`src/rtl/mmio_pkg.sv`:
```
// Shared definitions for the memory-mapped I/O bridge: bus command
// encodings, default register addresses and the response FSM states.
package mmio_pkg;

  localparam logic [1:0] MEM_NONE  = 2'b00;
  localparam logic [1:0] MEM_READ  = 2'b01;
  localparam logic [1:0] MEM_WRITE = 2'b10;

  localparam logic [8:0] SW_ADDR_DEFAULT  = 9'h140;
  localparam logic [8:0] LED_ADDR_DEFAULT = 9'h100;

  typedef enum logic {
    ST_IDLE = 1'b0,
    ST_RESP = 1'b1
  } resp_state_t;

endpackage

```
`src/rtl/sw_debounce.sv`:
```
// One-bit debouncer: the stable value only follows the synchronized input
// after it has disagreed for DEBOUNCE_CYCLES consecutive cycles. Any return
// to agreement restarts the count.
module sw_debounce #(
  parameter int DEBOUNCE_CYCLES = 16
) (
  input  logic clk,
  input  logic reset,
  input  logic din,
  output logic stable
);

  localparam int              CNT_W    = $clog2(DEBOUNCE_CYCLES + 1);
  localparam logic [CNT_W-1:0] CNT_LAST = CNT_W'(DEBOUNCE_CYCLES - 1);

  logic [CNT_W-1:0] cnt;

  // Count consecutive disagreeing cycles; accept the new level on the last one.
  always_ff @(posedge clk) begin
    if (reset) begin
      cnt    <= '0;
      stable <= 1'b0;
    end else if (din == stable) begin
      cnt <= '0;
    end else if (cnt == CNT_LAST) begin
      stable <= din;
      cnt    <= '0;
    end else begin
      cnt <= cnt + CNT_W'(1);
    end
  end

endmodule

```
`src/rtl/mmio_bridge.sv`:
```
// Memory-mapped I/O slave for the CPU memory bus. Decodes the I/O region
// (mem_addr[8]==1): a read-only switch register with one-cycle registered
// read data plus tri-state enable, a write-only LED register, and a sticky
// error flag for unmapped I/O accesses. Define MMIO_DEBOUNCE_EN to add a
// per-bit debouncer behind the switch synchronizer.
module mmio_bridge
  import mmio_pkg::*;
#(
  parameter logic [8:0] SW_ADDR         = SW_ADDR_DEFAULT,
  parameter logic [8:0] LED_ADDR        = LED_ADDR_DEFAULT,
  parameter int         SW_W            = 8,
  parameter int         LED_W           = 8,
  parameter int         DEBOUNCE_CYCLES = 16
) (
  input  logic             clk,
  input  logic             reset,
  input  logic [1:0]       mem_cmd,
  input  logic [8:0]       mem_addr,
  input  logic [15:0]      mem_wdata,
  input  logic [SW_W-1:0]  sw_in,
  output logic [15:0]      io_rdata,
  output logic             io_rdata_oe,
  output logic [LED_W-1:0] led_out,
  output logic             io_err
);

  if (DEBOUNCE_CYCLES < 1) begin : g_bad_debounce_cfg
    $error("mmio_bridge: DEBOUNCE_CYCLES must be at least 1");
  end

  // ---------------------------------------------------------------------
  // Switch input path
  // ---------------------------------------------------------------------
  logic [SW_W-1:0] sw_meta;
  logic [SW_W-1:0] sw_sync;
  logic [SW_W-1:0] sw_stable;

  // Two-flop synchronizer for the asynchronous switch inputs.
  // NOTE: non-blocking assignments make both flops sample their pre-edge
  // inputs; blocking here would collapse the chain into a single stage.
  always_ff @(posedge clk) begin
    if (reset) begin
      sw_meta <= '0;
      sw_sync <= '0;
    end else begin
      sw_meta <= sw_in;
      sw_sync <= sw_meta;
    end
  end

`ifdef MMIO_DEBOUNCE_EN
  for (genvar i = 0; i < SW_W; i++) begin : g_debounce
    sw_debounce #(
      .DEBOUNCE_CYCLES(DEBOUNCE_CYCLES)
    ) u_sw_debounce (
      .clk   (clk),
      .reset (reset),
      .din   (sw_sync[i]),
      .stable(sw_stable[i])
    );
  end
`else
  assign sw_stable = sw_sync;
`endif

  // ---------------------------------------------------------------------
  // Address decode
  // ---------------------------------------------------------------------
  logic is_access;
  logic sw_read;
  logic led_write;
  logic unmapped;

  assign is_access = (mem_cmd == MEM_READ) || (mem_cmd == MEM_WRITE);
  assign sw_read   = (mem_cmd == MEM_READ)  && (mem_addr == SW_ADDR);
  assign led_write = (mem_cmd == MEM_WRITE) && (mem_addr == LED_ADDR);
  assign unmapped  = is_access && mem_addr[8] &&
                     (mem_addr != SW_ADDR) && (mem_addr != LED_ADDR);

  // Only the low LED_W write-data bits reach the LED register.
  logic unused_wdata_hi;
  assign unused_wdata_hi = ^(mem_wdata >> LED_W);

  // ---------------------------------------------------------------------
  // Response FSM
  // ---------------------------------------------------------------------
  resp_state_t state_q;
  resp_state_t state_d;
  logic        capture;

  // State register; reset wins over any bus command in the same cycle.
  always_ff @(posedge clk) begin
    if (reset) state_q <= ST_IDLE;
    else       state_q <= state_d;
  end

  // Next state, capture strobe and output enable.
  // NOTE: every output gets a default first so no path leaves it unassigned,
  // which would otherwise infer a latch.
  always_comb begin
    state_d     = state_q;
    capture     = 1'b0;
    io_rdata_oe = (state_q == ST_RESP);
    case (state_q)
      ST_IDLE: begin
        if (sw_read) begin
          capture = 1'b1;
          state_d = ST_RESP;
        end
      end
      ST_RESP: begin
        if (sw_read) capture = 1'b1;
        else         state_d = ST_IDLE;
      end
      default: state_d = ST_IDLE;
    endcase
  end

  // Read data register: holds its last value when no capture occurs.
  always_ff @(posedge clk) begin
    if (reset)        io_rdata <= '0;
    else if (capture) io_rdata <= 16'(sw_stable);
  end

  // ---------------------------------------------------------------------
  // LED register and error flag
  // ---------------------------------------------------------------------

  // LED register loads on a write to LED_ADDR.
  always_ff @(posedge clk) begin
    if (reset)          led_out <= '0;
    else if (led_write) led_out <= mem_wdata[LED_W-1:0];
  end

  // Sticky unmapped-access flag, cleared only by reset.
  always_ff @(posedge clk) begin
    if (reset)         io_err <= 1'b0;
    else if (unmapped) io_err <= 1'b1;
  end

endmodule
```
`config.mk`:
```
export PLATFORM = sky130hd
export DESIGN_NAME = mmio_bridge
export DESIGN_NICKNAME = d
export VERILOG_FILES = /design/src/rtl/mmio_pkg.sv /design/src/rtl/sw_debounce.sv /design/src/rtl/mmio_bridge.sv
export SDC_FILE = /design/constraint.sdc
export NUM_CORES = 1
export LEC_CHECK = 0
export ABC_AREA = 1
export CORE_ASPECT_RATIO = 0.7
export CORE_MARGIN = 10
export CORE_UTILIZATION = 40
export DETAILED_ROUTE_END_ITERATION = 8
export GPL_ROUTABILITY_DRIVEN = 1
export PLACE_DENSITY_LB_ADDON = 0.12
export REMOVE_ABC_BUFFERS = 1
export SKIP_CTS_REPAIR_TIMING = 1
export SKIP_LAST_GASP = 1
export SYNTH_ARGS = -nofsm -noshare
export SYNTH_HDL_FRONTEND = slang
export SYNTH_SLANG_ARGS = --single-unit
export TNS_END_PERCENT = 50
```
`constraint.sdc`:
```
create_clock -name clk -period 2.5 [get_ports clk]
set_input_delay 0.375 -clock clk [delete_from_list [all_inputs] [get_ports clk]]
set_output_delay 0.375 -clock clk [all_outputs]
set_load 0.1 [all_outputs]
```
### Yosys cells after proc, flatten, opt, wreduce, memory -nomap -nowiden

Index checks and enable logic that the tools add are counted.

| cells by class | value |
|---|---|
| mux-type cells | 1 |
| reduce and logical (&&, ||, !) cells | 6 |
| equality and inequality tests | 6 |

Operators by type and width:

| cell | number |
|---|---|
| $eq 9x9->1 const B | 2 |
| $ne 9x9->1 const B | 2 |
| $logic_and 1x1->1 | 5 |
| $eq 2x1->1 const B | 1 |
| $eq 2x2->1 const B | 1 |
| $logic_or 1x1->1 | 1 |
| $mux 1 | 1 |

| storage, ports and cells | value |
|---|---|
| bits in registers | 34 |
| word-level logic and storage cells | 19 |
| output and inout bits | 26 |

### Logic depth before layout (Yosys ltp)

Gate-level depths: netlist of the first run.

| logic depth | value |
|---|---|
| depth after elaboration | 5 |
| gate-level depth with buffers | 9 |
| mapped depth without buffers | 8 |

### Least setup slack after synthesis of the first run

Ideal clock, no wire load.

| timing path | value |
|---|---|
| kind | reg-to-reg |
| start point | reg io_rdata[6] (netlist name) |
| end point | reg io_rdata[6] |
| arrival | 1252 ps |
| slack | 1186 ps |
| stages on the path, launching flop included | 5 |
| path buffers | 0 |
| clock period less this slack | 1314 ps |
| cell sequence | dfxtp_1 inv_1 nand2_2 nand2_2 nor2_2 |

RTL lines:

| element | line | RTL |
|---|---|---|
| end signal: assignment | mmio_bridge.sv:122 | `else if (capture) io_rdata <= 16'(sw_stable);` |
| end: declaration | mmio_bridge.sv:21 | `output logic [15:0] io_rdata,` |

### Worst setup path after layout of the first run

| timing path | value |
|---|---|
| start point | in mem_cmd[1] |
| end point | reg led_out[4] |

| between the ends | value |
|---|---|
| word-level cells in the longest chain between the ends | 2 |

Ends and longest elaborated chain:

| element | line | RTL |
|---|---|---|
| start: declaration | mmio_bridge.sv:17 | `input logic [1:0] mem_cmd,` |
| $eq 2x2->1 | mmio_bridge.sv:76 | `assign led_write = (mem_cmd == MEM_WRITE) && (mem_addr == LED_ADDR);` |
| $logic_and 1x1->1 | mmio_bridge.sv:76 |  |
| end signal: assignment | mmio_bridge.sv:132 | `else if (led_write) led_out <= mem_wdata[LED_W-1:0];` |
| end: declaration | mmio_bridge.sv:23 | `output logic [LED_W-1:0] led_out,` |

No other way between the ends.
A chain may end at the register's enable or synchronous reset.

==> Flow_metrics.wiki, run 1 <==
{| class="wikitable"
! Metric !! Value
|-
| Run status || complete, no violations
|-
| Antenna fix cells || 0
|-
| Count of clock tree sinks || 34
|-
| Average detailed-routed wire length per instance || 10.72 um
|-
| Slew Limit Headroom || 0.6036
|-
| Global-route usage over all layers || 0.09763
|-
| Cell-by-cell trace of the critical path || clkdlybuf4s50_1 > ha_1 > nor3b_4 > nand3_1 > nand2_1 > nor2_1
|-
| Type of the worst setup path || primary input to flip-flop
|-
| Largest net degree at the start of global routing || 20
|-
| Remaining design rule violation count || 0
|-
| Global route total overflow || 0
|-
| Number of global-route vias before repair || 1151
|-
| First-pass GRT wire length || 5.112 mm
|-
| Number of filler cells placed in the layout || 304
|-
| IR drop worst, VDD || 424.6 uV
|-
| Final instance area || 0.001948 mm^2
|-
| Crit start category || primary input
|-
| Amount of wire on met2 after detailed routing || 1.307 mm
|-
| Maximum clock skew at final layout || 0.002871 ns
|-
| Mean cell area of the mapped netlist || 7.494 um^2
|-
| Metal3 WL || 249 um
|-
| Number of primary I/O pins || 63
|-
| Internal reg-to-reg setup slack || 1.82 ns
|-
| Clock network latency to the later pin of the worst-skew pair || 0.28 ns
|-
| Number of distinct standard cells referenced by the synthesized netlist || 20
|-
| Post-synth top area cell || sky130_fd_sc_hd__dfxtp_1
|-
| Req. time, crit path || 2.67 ns
|-
| Dominant cells by area after synthesis || sky130_fd_sc_hd__dfxtp_1 (49%), sky130_fd_sc_hd__nor2_1 (12%), sky130_fd_sc_hd__inv_1 (9.9%), sky130_fd_sc_hd__nand2_1 (6.4%), sky130_fd_sc_hd__buf_4 (4.8%)
|-
| Max-slew violations || 0
|-
| DR top layer || met4
|-
| Area of the mapped netlist || 0.001401 mm^2
|-
| Final Critical Period || 1.674 ns
|-
| Number of levels in the clock H-tree || 2
|-
| Max Fclk || 0.5975 GHz
|-
| Post-layout utilization of the core || 0.5986
|-
| Initial detailed-routing violation count || 34
|-
| Worst-case clock buffer depth || 2
|-
| Portion of the clock cycle consumed by the worst path in the final layout || 0.6695
|-
| CTS buffer count || 5
|-
| Unrepaired setup endpoints after global routing || no
|-
| Critical path's largest stage delay || 0.53 ns
|-
| Worst Hold Endpoint || sw_stable[2]
|-
| Drt via density || 4.082
|-
| Number of nets with antenna violations after routing || 0
|-
| Root Buffer Master || sky130_fd_sc_hd__clkbuf_8
|-
| Pleak || 0.9902 nW
|-
| Port bufs || 46
|-
| Worst Hold Depth || 2
|-
| Number of cells produced by synthesis || 187
|-
| Area of the die || 0.006309 mm^2
|-
| Width of the die || 90.75 um
|-
| Synthesis warning total || 0
|-
| Power density over cell area || 681.0 mW/mm^2
|-
| Post-synthesis sequential element count || 34
|-
| Wire length reported by the detailed router || 3.022 mm
|-
| Kind of cell adding the most delay to the critical path || simple AND/OR/NAND/NOR gates
|-
| Cell at the slowest stage of the critical path || sky130_fd_sc_hd__nor3b_4
|-
| Core footprint || 0.003254 mm^2
|-
| Portion of the post-synthesis area used by sequential elements || 0.4857
|-
| Area overhead of the layout relative to synthesis || 39.02%
|-
| Number of nets at the end of the flow || 273
|-
| TritonCTS clock tree || built
|-
| Number of detailed-route iterations in the first pass || 4
|-
| Class of the worst hold path || flip-flop to flip-flop
|-
| Clock-pin transition on the worst setup and hold timing paths || 0.07 ns
|-
| Reg2Reg Capture Point || io_rdata[0]
|-
| Crit path DAT || 1.85 ns
|-
| Origin of the critical flop-to-flop path || io_rdata[0]
|-
| Crit path buffers/inverters || 1
|-
| Measured slew at the worst slew-check pin || 0.5940 ns
|-
| Initial antenna violation count || 0
|-
| Post-place instance area || 0.001805 mm^2
|-
| Final estimated routing congestion in global placement || 0.7807
|-
| Hold Fails Final Rpt || 0
|-
| Starting density of the core || 0.4306
|-
| Hold Crit Start || sw_meta[2]
|-
| Share of layout cells above drive strength 1 || 0.1702
|-
| Crit path capture type || flip-flop
|-
| Wl on met1 || 1.452 mm
|-
| Count of standard-cell rows || 17
|-
| Setup-failing EPs final || 0
|-
| Max-cap check violation count || 0
|-
| Synth top area share || 0.4857
|-
| DP HPWL || 2.372 mm
|-
| FF-to-FF path depth || 4
|-
| Setup_tns || 0 ns
|-
| Die height || 69.52 um
|-
| Maximum fanout along the worst path || 16
|-
| Vias || 1151
|}
[registers in the layout, summed over array words and instances, names as in the netlist]
name / flops
io_rdata: 8
io_err: 1
sw_meta: 8
io_rdata_oe: 1
led_out: 8
sw_stable: 8
[cells by family after synthesis]
group,share of synthesized area
compound gates,0.03571
fa+ha+maj,0.01785
buf+inv,0.1839
flops,0.4857
other cells,0.002676
simple gates,0.2741
[per-stage QoR]
stage               worst slack (ns)  cells  power (mW)  hold WS (ns)
floorplan                      1.176    180      0.6649        0.3883
global placement              0.6256    274      0.7212        0.3911
detailed placement            0.5264    274      0.7245        0.3955
CTS                           0.8174    282       1.347        0.4052
global route                  0.6889    282       1.385        0.4172
finish                        0.8263    282       1.327        0.4023
[report_power, final]
group / switching (mW) / total [mW] / internal [mW] / leakage, nW
sequential: 0.00378 / 0.559 / 0.555 / 0.278
combinational: 0.0997 / 0.153 / 0.0538 / 0.641
clock: 0.189 / 0.614 / 0.425 / 0.0714
[synth_stat cells, drive strengths merged]
cell	instances
a21oi	9
buf	14
conb	1
dfxtp	34
ha	2
inv	41
nand2	27
nand3	9
nand3b	1
nor2	47
nor3b	1
o21ai	1
[layout make-up]
type / count / area (um^2) / area share
Sequential cell: 34 / 680.7 / 0.3494
Multi-Input combinational cell: 105 / 489.2 / 0.2511
Timing Repair Buffer: 47 / 422.9 / 0.2171
Inverter: 41 / 153.9 / 0.07900
Clock buffer: 6 / 82.58 / 0.04239
Clock inverter: 2 / 60.06 / 0.03083
Tap cell: 47 / 58.81 / 0.03019
[cells in the final DEF (no fill, tap or decap), types with 2 or more instances in the layout]
master | synthesis | layout
sky130_fd_sc_hd__inv_1 | 37 | 37
sky130_fd_sc_hd__bufinv_16 | 0 | 2
sky130_fd_sc_hd__nand2_1 | 24 | 24
sky130_fd_sc_hd__nor2_1 | 43 | 43
sky130_fd_sc_hd__nor2_2 | 3 | 3
sky130_fd_sc_hd__dfxtp_1 | 34 | 34
sky130_fd_sc_hd__buf_4 | 9 | 19
sky130_fd_sc_hd__ha_1 | 2 | 2
sky130_fd_sc_hd__clkbuf_8 | 0 | 6
sky130_fd_sc_hd__nand3_1 | 8 | 8
sky130_fd_sc_hd__clkdlybuf4s50_1 | 0 | 28
sky130_fd_sc_hd__conb_1 | 1 | 8
sky130_fd_sc_hd__a21oi_1 | 9 | 9
sky130_fd_sc_hd__nand2_2 | 3 | 3
sky130_fd_sc_hd__inv_2 | 4 | 4
[per-layer routing]
layer  global-route usage  vias to the layer above
met2               0.1565                       41
met3              0.05065                        2
met4              0.02613                        0
li1                     -                      614
met5                    0                        -
met1               0.1111                      494
[tightest hold or removal path: cells and delay by family, from the launching register on]
| family | cells | cell delay (ns) |
|---|---|---|
| buffers and inverters | 1 | 0.04 |
| flip-flops | 1 | 0.30 |
| AND/OR/NAND/NOR | 1 | 0.03 |
[how the worst max path moves through the flow]
| stage | from | to | slack (ns) | depth (start not counted) |
|---|---|---|---|---|
| after floorplan | io_rdata[6] | io_rdata[6] | 1.18 | 4 |
| after global placement | mem_cmd[1] | led_out[5] | 0.63 | 6 |
| after detailed placement | mem_cmd[1] | led_out[4] | 0.53 | 6 |
| after CTS | mem_cmd[1] | led_out[4] | 0.82 | 6 |
| after global routing | mem_cmd[1] | led_out[2] | 0.69 | 6 |
| final | mem_cmd[1] | led_out[4] | 0.83 | 6 |
(Power assumes the default switching activity.)
==> run 2, diff against run 1 <==
Clock period 2.5 ns to 1.7 ns, I/O delays scaled along.
==> run 2 against run 1 <==
Against the previous run: sequential power up 47%; non-clock buffer count up 1; register-to-register slack worse by 0.90 ns; cell area up 11%; first-iteration DRC count down 2.9%; die area unchanged.
==> Flow_metrics.wiki, run 2 (synthesis gave the netlist of run 1 again) <==
{| class="wikitable"
! Metric !! Value
|-
| Run status || complete, no violations
|-
| Max Fclk || 0.7066 GHz
|-
| Number of primary I/O pins || 63 (unchanged)
|-
| Count of standard-cell rows || 17 (unchanged)
|-
| Share of layout cells above drive strength 1 || 0.1702 (unchanged)
|-
| Number of cells in the design after placement || 275 (+0.36%)
|-
| Worst Hold Endpoint || sw_stable[5]
|-
| Core footprint || 0.003254 mm^2 (unchanged)
|-
| Max-slew violations || 0 (unchanged)
|-
| Initial detailed-routing violation count || 33 (-2.9%)
|-
| Final Critical Period || 1.415 ns
|-
| Setup_tns || 0 ns (unchanged)
|-
| Number of nets at the end of the flow || 274 (+0.37%)
|-
| IR drop worst, VDD || 539.0 uV (+27%)
|-
| Wire length reported by the detailed router || 3.262 mm (+7.9%)
|-
| Cell at the slowest stage of the critical path || sky130_fd_sc_hd__clkdlybuf4s50_1
|-
| Slew Limit Headroom || 0.6613 (+0.05770)
|-
| DP HPWL || 2.617 mm (+10%)
|-
| Number of detailed-route iterations in the first pass || 4 (unchanged)
|-
| Hold Crit Start || sw_meta[5]
|-
| Worst Hold Depth || 2 (unchanged)
|-
| Die height || 69.52 um (unchanged)
|-
| Vias || 1180 (+2.5%)
|-
| Pleak || 1.033 nW (+4.3%)
|-
| Final instance count without filler cells || 282 (unchanged)
|-
| Critical path's largest stage delay || 0.43 ns (-0.10 ns)
|-
| Largest net degree at the start of global routing || 19 (-5.0%)
|-
| Drt via density || 4.184 (+2.5%)
|-
| Most frequent cells in the layout || sky130_fd_sc_hd__nor2_1 (43), sky130_fd_sc_hd__inv_1 (37), sky130_fd_sc_hd__dfxtp_1 (34)
|-
| Global-route usage over all layers || 0.1003 (+0.002707)
|-
| Initial antenna violation count || 0 (unchanged)
|-
| Crit start category || primary input
|-
| Origin of the critical flop-to-flop path || io_rdata[0]
|-
| Unrepaired setup endpoints after global routing || no
|-
| Portion of the clock cycle consumed by the worst path in the final layout || 0.8325
|-
| Antenna fix cells || 0 (unchanged)
|-
| Most common library cell in the layout ignoring fill and taps || sky130_fd_sc_hd__nor2_1
|-
| First-pass GRT wire length || 5.271 mm (+3.1%)
|-
| Measured slew at the worst slew-check pin || 0.5075 ns (-0.08647 ns)
|-
| Crit path capture type || flip-flop
|-
| Number of nets with antenna violations after routing || 0 (unchanged)
|-
| Internal reg-to-reg setup slack || 0.92 ns (-0.90 ns)
|-
| Maximum fanout along the worst path || 17 (+1)
|-
| TritonCTS clock tree || built
|-
| Average detailed-routed wire length per instance || 11.57 um (+7.9%)
|-
| CTS buffer count || 5 (unchanged)
|-
| Starting density of the core || 0.4306 (unchanged)
|-
| Max-cap check violation count || 0 (unchanged)
|-
| Number of global-route vias before repair || 1224 (+6.3%)
|-
| Type of the worst setup path || primary input to flip-flop
|-
| Global route total overflow || 0 (unchanged)
|-
| Reg2Reg Capture Point || io_rdata[0]
|-
| Req. time, crit path || 1.91 ns (-0.76 ns)
|-
| Width of the die || 90.75 um (unchanged)
|-
| Clock-pin transition on the worst setup and hold timing paths || 0.06 ns (about the same)
|-
| Power density over cell area || 829.4 mW/mm^2 (+22%)
|-
| Hold Fails Final Rpt || 0 (unchanged)
|-
| Number of levels in the clock H-tree || 2 (unchanged)
|-
| Cell-by-cell trace of the critical path || clkdlybuf4s50_1 > inv_1 > ha_1 > inv_1 > nor2_2 > nand3_4 > nand2_1 > nand2_1 > nor2_1
|-
| FF-to-FF path depth || 4 (unchanged)
|-
| Total power consumption of the routed design || 1.794 mW (+35%)
|-
| Remaining design rule violation count || 0 (unchanged)
|-
| Setup-failing EPs final || 0 (unchanged)
|-
| Count of clock tree sinks || 34 (unchanged)
|-
| Final estimated routing congestion in global placement || 0.7872 (+0.83%)
|-
| Crit path DAT || 1.62 ns (-0.23 ns)
|-
| Worst slack on hold paths || 0.4041 ns (+0.001811 ns)
|-
| Crit path buffers/inverters || 3 (+2)
|-
| Kind of cell adding the most delay to the critical path || simple AND/OR/NAND/NOR gates
|-
| Worst-case clock buffer depth || 2 (unchanged)
|-
| Port bufs || 46 (unchanged)
|-
| Area of the die || 0.006309 mm^2 (unchanged)
|-
| Maximum clock skew at final layout || 0.001198 ns (-0.001673 ns)
|-
| Area overhead of the layout relative to synthesis || 54.37%
|-
| Root Buffer Master || sky130_fd_sc_hd__clkbuf_8
|-
| Clock network latency to the later pin of the worst-skew pair || 0.28 ns (about the same)
|-
| Class of the worst hold path || flip-flop to flip-flop
|}
[run 2: changes by cell type in the layout (fill, tap and decap cells not counted)]
cell | before | now
sky130_fd_sc_hd__buf_12 | 0 | 19
sky130_fd_sc_hd__buf_4 | 19 | 1
sky130_fd_sc_hd__bufinv_16 | 2 | 1
[run 2: cell type report]
cell class | instances | area (um^2)
Fill cell | 278 | 1091
Sequential cell | 34 | 680.7
Timing Repair Buffer | 48 | 668.1
Tap cell | 47 | 58.81
Inverter | 41 | 153.9
Clock buffer | 6 | 82.58
Clock inverter | 1 | 30.03
Multi-Input combinational cell | 105 | 489.2
[run 2: worst min-delay path: stages (launching register included)]
cell	delay, ns
sky130_fd_sc_hd__dfxtp_1	0.30
sky130_fd_sc_hd__inv_1	0.04
sky130_fd_sc_hd__nor2_1	0.03
[run 2: how the worst max path moves through the flow]
stage,cells past startpoint,endpoint,from,slack [ns]
floorplan,4,io_rdata[6],io_rdata[6],0.38
global placement,7,io_rdata[0],mem_cmd[0],0.09
detailed placement,9,io_rdata[0],mem_cmd[1],0.009
CTS,9,io_rdata[0],mem_cmd[1],0.29
global route,9,io_rdata[2],mem_cmd[1],0.22
finish,9,io_rdata[0],mem_cmd[1],0.28
[run 2: routing by layer]
layer	vias to the layer above	routed length, um	GRT usage
met5	-	0	0
met4	0	17	0.02962
met3	2	253	0.04634
met2	45	1501	0.1660
met1	519	1490	0.1125
li1	614	-	-
[run 2: report_power, final]
| part | total (mW) | switching (mW) | internal, mW |
|---|---|---|---|
| logic | 0.236 | 0.149 | 0.0872 |
| registers | 0.823 | 0.00676 | 0.817 |
| clock network | 0.735 | 0.266 | 0.468 |
| total | 1.79 | 0.422 | 1.37 |
[run 2: through the flow]
step / worst slack [ns] / util / area [um^2]
2_1_floorplan: 0.3756 / - / 1324
3_3_place_gp: 0.08955 / 0.6301 / 2051
3_5_place_dp: 0.008625 / 0.6301 / 2051
4_1_cts: 0.2906 / 0.6647 / 2163
5_1_grt: 0.2202 / 0.6647 / 2163
6_report: 0.2848 / 0.6647 / 2163
==> run 3, diff against run 2 <==
Clock period 1.7 ns to 1.4 ns, I/O delays scaled along.
==> run 3 against run 2 <==
Against the previous run: total power up 13%; first-iteration DRC count down 30%; flip-flop and latch count unchanged; clock-buffer cell count unchanged; global-route usage about the same; cell area up 2.1%; final cell count up 1.8%; setup slack worse by 0.15 ns; sequential power up 21%; register-to-register slack worse by 0.27 ns; hold slack about the same; largest cell class is now non-clock buffers.
==> Flow_metrics.wiki, run 3 (synthesis gave the netlist of run 1 again) <==
{| class="wikitable"
! Metric !! Value
|-
| Hold Fails Final Rpt || 0 (unchanged)
|-
| Wire length reported by the detailed router || 3.269 mm (+0.21%)
|-
| Initial detailed-routing violation count || 23 (-30%)
|-
| Port bufs || 46 (unchanged)
|-
| Starting density of the core || 0.4306 (unchanged)
|-
| IR drop worst, VDD || 834.7 uV (+55%)
|-
| Average detailed-routed wire length per instance || 11.39 um (-1.5%)
|-
| Root Buffer Master || sky130_fd_sc_hd__clkbuf_8
|-
| Drt via density || 4.160 (-0.58%)
|-
| Type of the worst setup path || primary input to flip-flop
|-
| Pleak || 1.037 nW (+0.33%)
|-
| Core footprint || 0.003254 mm^2 (unchanged)
|-
| Max Fclk || 0.7883 GHz
|-
| Max-slew violations || 0 (unchanged)
|-
| Total power consumption of the routed design || 2.036 mW (+13%)
|-
| Req. time, crit path || 1.58 ns (-0.33 ns)
|-
| Worst slack on hold paths || 0.4040 ns (-0.0001110 ns)
|-
| Largest net degree at the start of global routing || 19 (unchanged)
|-
| DP HPWL || 2.467 mm (-5.7%)
|-
| Class of the worst hold path || flip-flop to flip-flop
|-
| TritonCTS clock tree || built
|-
| Maximum fanout along the worst path || 16 (-1)
|-
| Initial antenna violation count || 0 (unchanged)
|-
| CTS buffer count || 5 (unchanged)
|-
| Vias || 1194 (+1.2%)
|-
| Switching Power || 0.5413 mW (+28%)
|-
| Share of layout cells above drive strength 1 || 0.1917 (+0.02145)
|-
| Count of clock tree sinks || 34 (unchanged)
|-
| Maximum clock skew at final layout || 0.003259 ns (+0.002061 ns)
|-
| First-pass GRT wire length || 5.209 mm (-1.2%)
|-
| Clock network latency to the later pin of the worst-skew pair || 0.28 ns (about the same)
|-
| Worst-case clock buffer depth || 2 (unchanged)
|-
| Die height || 69.52 um (unchanged)
|-
| Slew Limit Headroom || 0.6653 (+0.004011)
|-
| Number of global-route vias before repair || 1128 (-7.8%)
|-
| Logic pwr share || 0.145 (+0.013)
|-
| Width of the die || 90.75 um (unchanged)
|-
| Clock power share || 0.364 (-0.045)
|-
| Max-cap check violation count || 0 (unchanged)
|-
| Area of the die || 0.006309 mm^2 (unchanged)
|-
| Portion of the clock cycle consumed by the worst path in the final layout || 0.9061
|-
| Clock-pin transition on the worst setup and hold timing paths || 0.07 ns (about the same)
|-
| Number of nets at the end of the flow || 278 (+1.5%)
|-
| Global-route usage over all layers || 0.1006 (+0.0002443)
|-
| Number of nets with antenna violations after routing || 0 (unchanged)
|-
| Unrepaired setup endpoints after global routing || yes
|-
| Setup-failing EPs final || 0 (unchanged)
|-
| Power density over cell area || 922.0 mW/mm^2 (+11%)
|-
| Number of detailed-route iterations in the first pass || 4 (unchanged)
|-
| Measured slew at the worst slew-check pin || 0.5015 ns (-0.006011 ns)
|-
| Number of levels in the clock H-tree || 2 (unchanged)
|-
| Crit path DAT || 1.45 ns (-0.17 ns)
|-
| Most frequent cells in the layout || sky130_fd_sc_hd__nor2_1 (42), sky130_fd_sc_hd__inv_1 (37), sky130_fd_sc_hd__dfxtp_1 (34)
|-
| Count of standard-cell rows || 17 (unchanged)
|-
| Fraction of power consumed by sequential logic || 0.491 (+0.032)
|-
| Run status || complete, no violations
|-
| Crit start category || primary input
|-
| Switch share || 0.2659 (+0.03068)
|-
| Cell-internal power || 1.495 mW (+8.9%)
|-
| Final Critical Period || 1.269 ns
|-
| Number of primary I/O pins || 63 (unchanged)
|-
| Crit path capture type || flip-flop
|-
| Final estimated routing congestion in global placement || 0.7725 (-1.9%)
|-
| Most common library cell in the layout ignoring fill and taps || sky130_fd_sc_hd__nor2_1
|-
| Remaining design rule violation count || 0 (unchanged)
|-
| Area overhead of the layout relative to synthesis || 57.59%
|-
| Setup_tns || 0 ns (unchanged)
|-
| Antenna fix cells || 0 (unchanged)
|-
| Global route total overflow || 0 (unchanged)
|}
-- run 3: cell count changes in the layout (fill, tap and decap cells not counted) --
cell | before | now
sky130_fd_sc_hd__buf_12 | 19 | 20
sky130_fd_sc_hd__buf_4 | 1 | 2
sky130_fd_sc_hd__bufinv_16 | 1 | 0
sky130_fd_sc_hd__clkinv_2 | 0 | 1
sky130_fd_sc_hd__clkinvlp_4 | 0 | 1
sky130_fd_sc_hd__nand3_2 | 0 | 1
sky130_fd_sc_hd__nand3_4 | 1 | 2
sky130_fd_sc_hd__nor2_1 | 43 | 42
sky130_fd_sc_hd__nor2_4 | 1 | 2
-- run 3: critical path, stage by stage --
cell	delay [ns]
sky130_fd_sc_hd__clkdlybuf4s50_1	0.49
sky130_fd_sc_hd__ha_1	0.16
sky130_fd_sc_hd__nor3b_4	0.22
sky130_fd_sc_hd__buf_12	0.16
sky130_fd_sc_hd__nand3_1	0.09
sky130_fd_sc_hd__nand2_1	0.08
sky130_fd_sc_hd__nor2_1	0.05
-- run 3: path summary, 6_finish.rpt --
| check | startpoint | endpoint | slack (ns) | depth (start not counted) |
|---|---|---|---|---|
| worst min-delay path | sw_meta[2] | sw_stable[2] | 0.40 | 2 |
| worst max-delay path | mem_cmd[1] | led_out[1] | 0.13 | 7 |
| worst max register to register | io_rdata[0] | io_rdata[0] | 0.65 | 4 |
| worst min register to register | sw_meta[2] | sw_stable[2] | 0.40 | 2 |
-- run 3: final cells by class --
type,instances,area (um^2)
clock buffers,6,82.58
clock inverters,2,12.51
fillers,300,1046
inverters,41,153.9
multi-input cells,107,524.3
flip-flops and latches,34,680.7
well taps,47,58.81
repair buffers,50,695.7
-- run 3: per-layer routing --
layer	track usage	part of all wire	up-vias	wire, um
met5	0	0	-	0
met4	0.03136	0.012	0	39
met3	0.05065	0.084	4	275
met2	0.1486	0.44	39	1440
met1	0.1237	0.46	519	1514
li1	-	-	632	-
-- run 3: power by group through the flow --
stage	combinational [mW]	sequential, mW	clock [mW]
after floorplan	0.149	1.04	0
after global placement	0.281	1.02	0
after detailed placement	0.289	1.02	0
after CTS	0.289	0.999	0.762
after global routing	0.315	1.00	0.809
final	0.295	0.999	0.742
-- run 3: through the flow --
stage | area, um^2 | utilization | std cells | worst slack [ns]
floorplan | 1324 | - | 180 | 0.07558
global placement | 2058 | 0.6324 | 276 | -0.1647
detailed placement | 2058 | 0.6324 | 276 | -0.2299
CTS | 2153 | 0.6617 | 284 | 0.04850
global route | 2208 | 0.6786 | 287 | -0.003980
finish | 2208 | 0.6786 | 287 | 0.1314
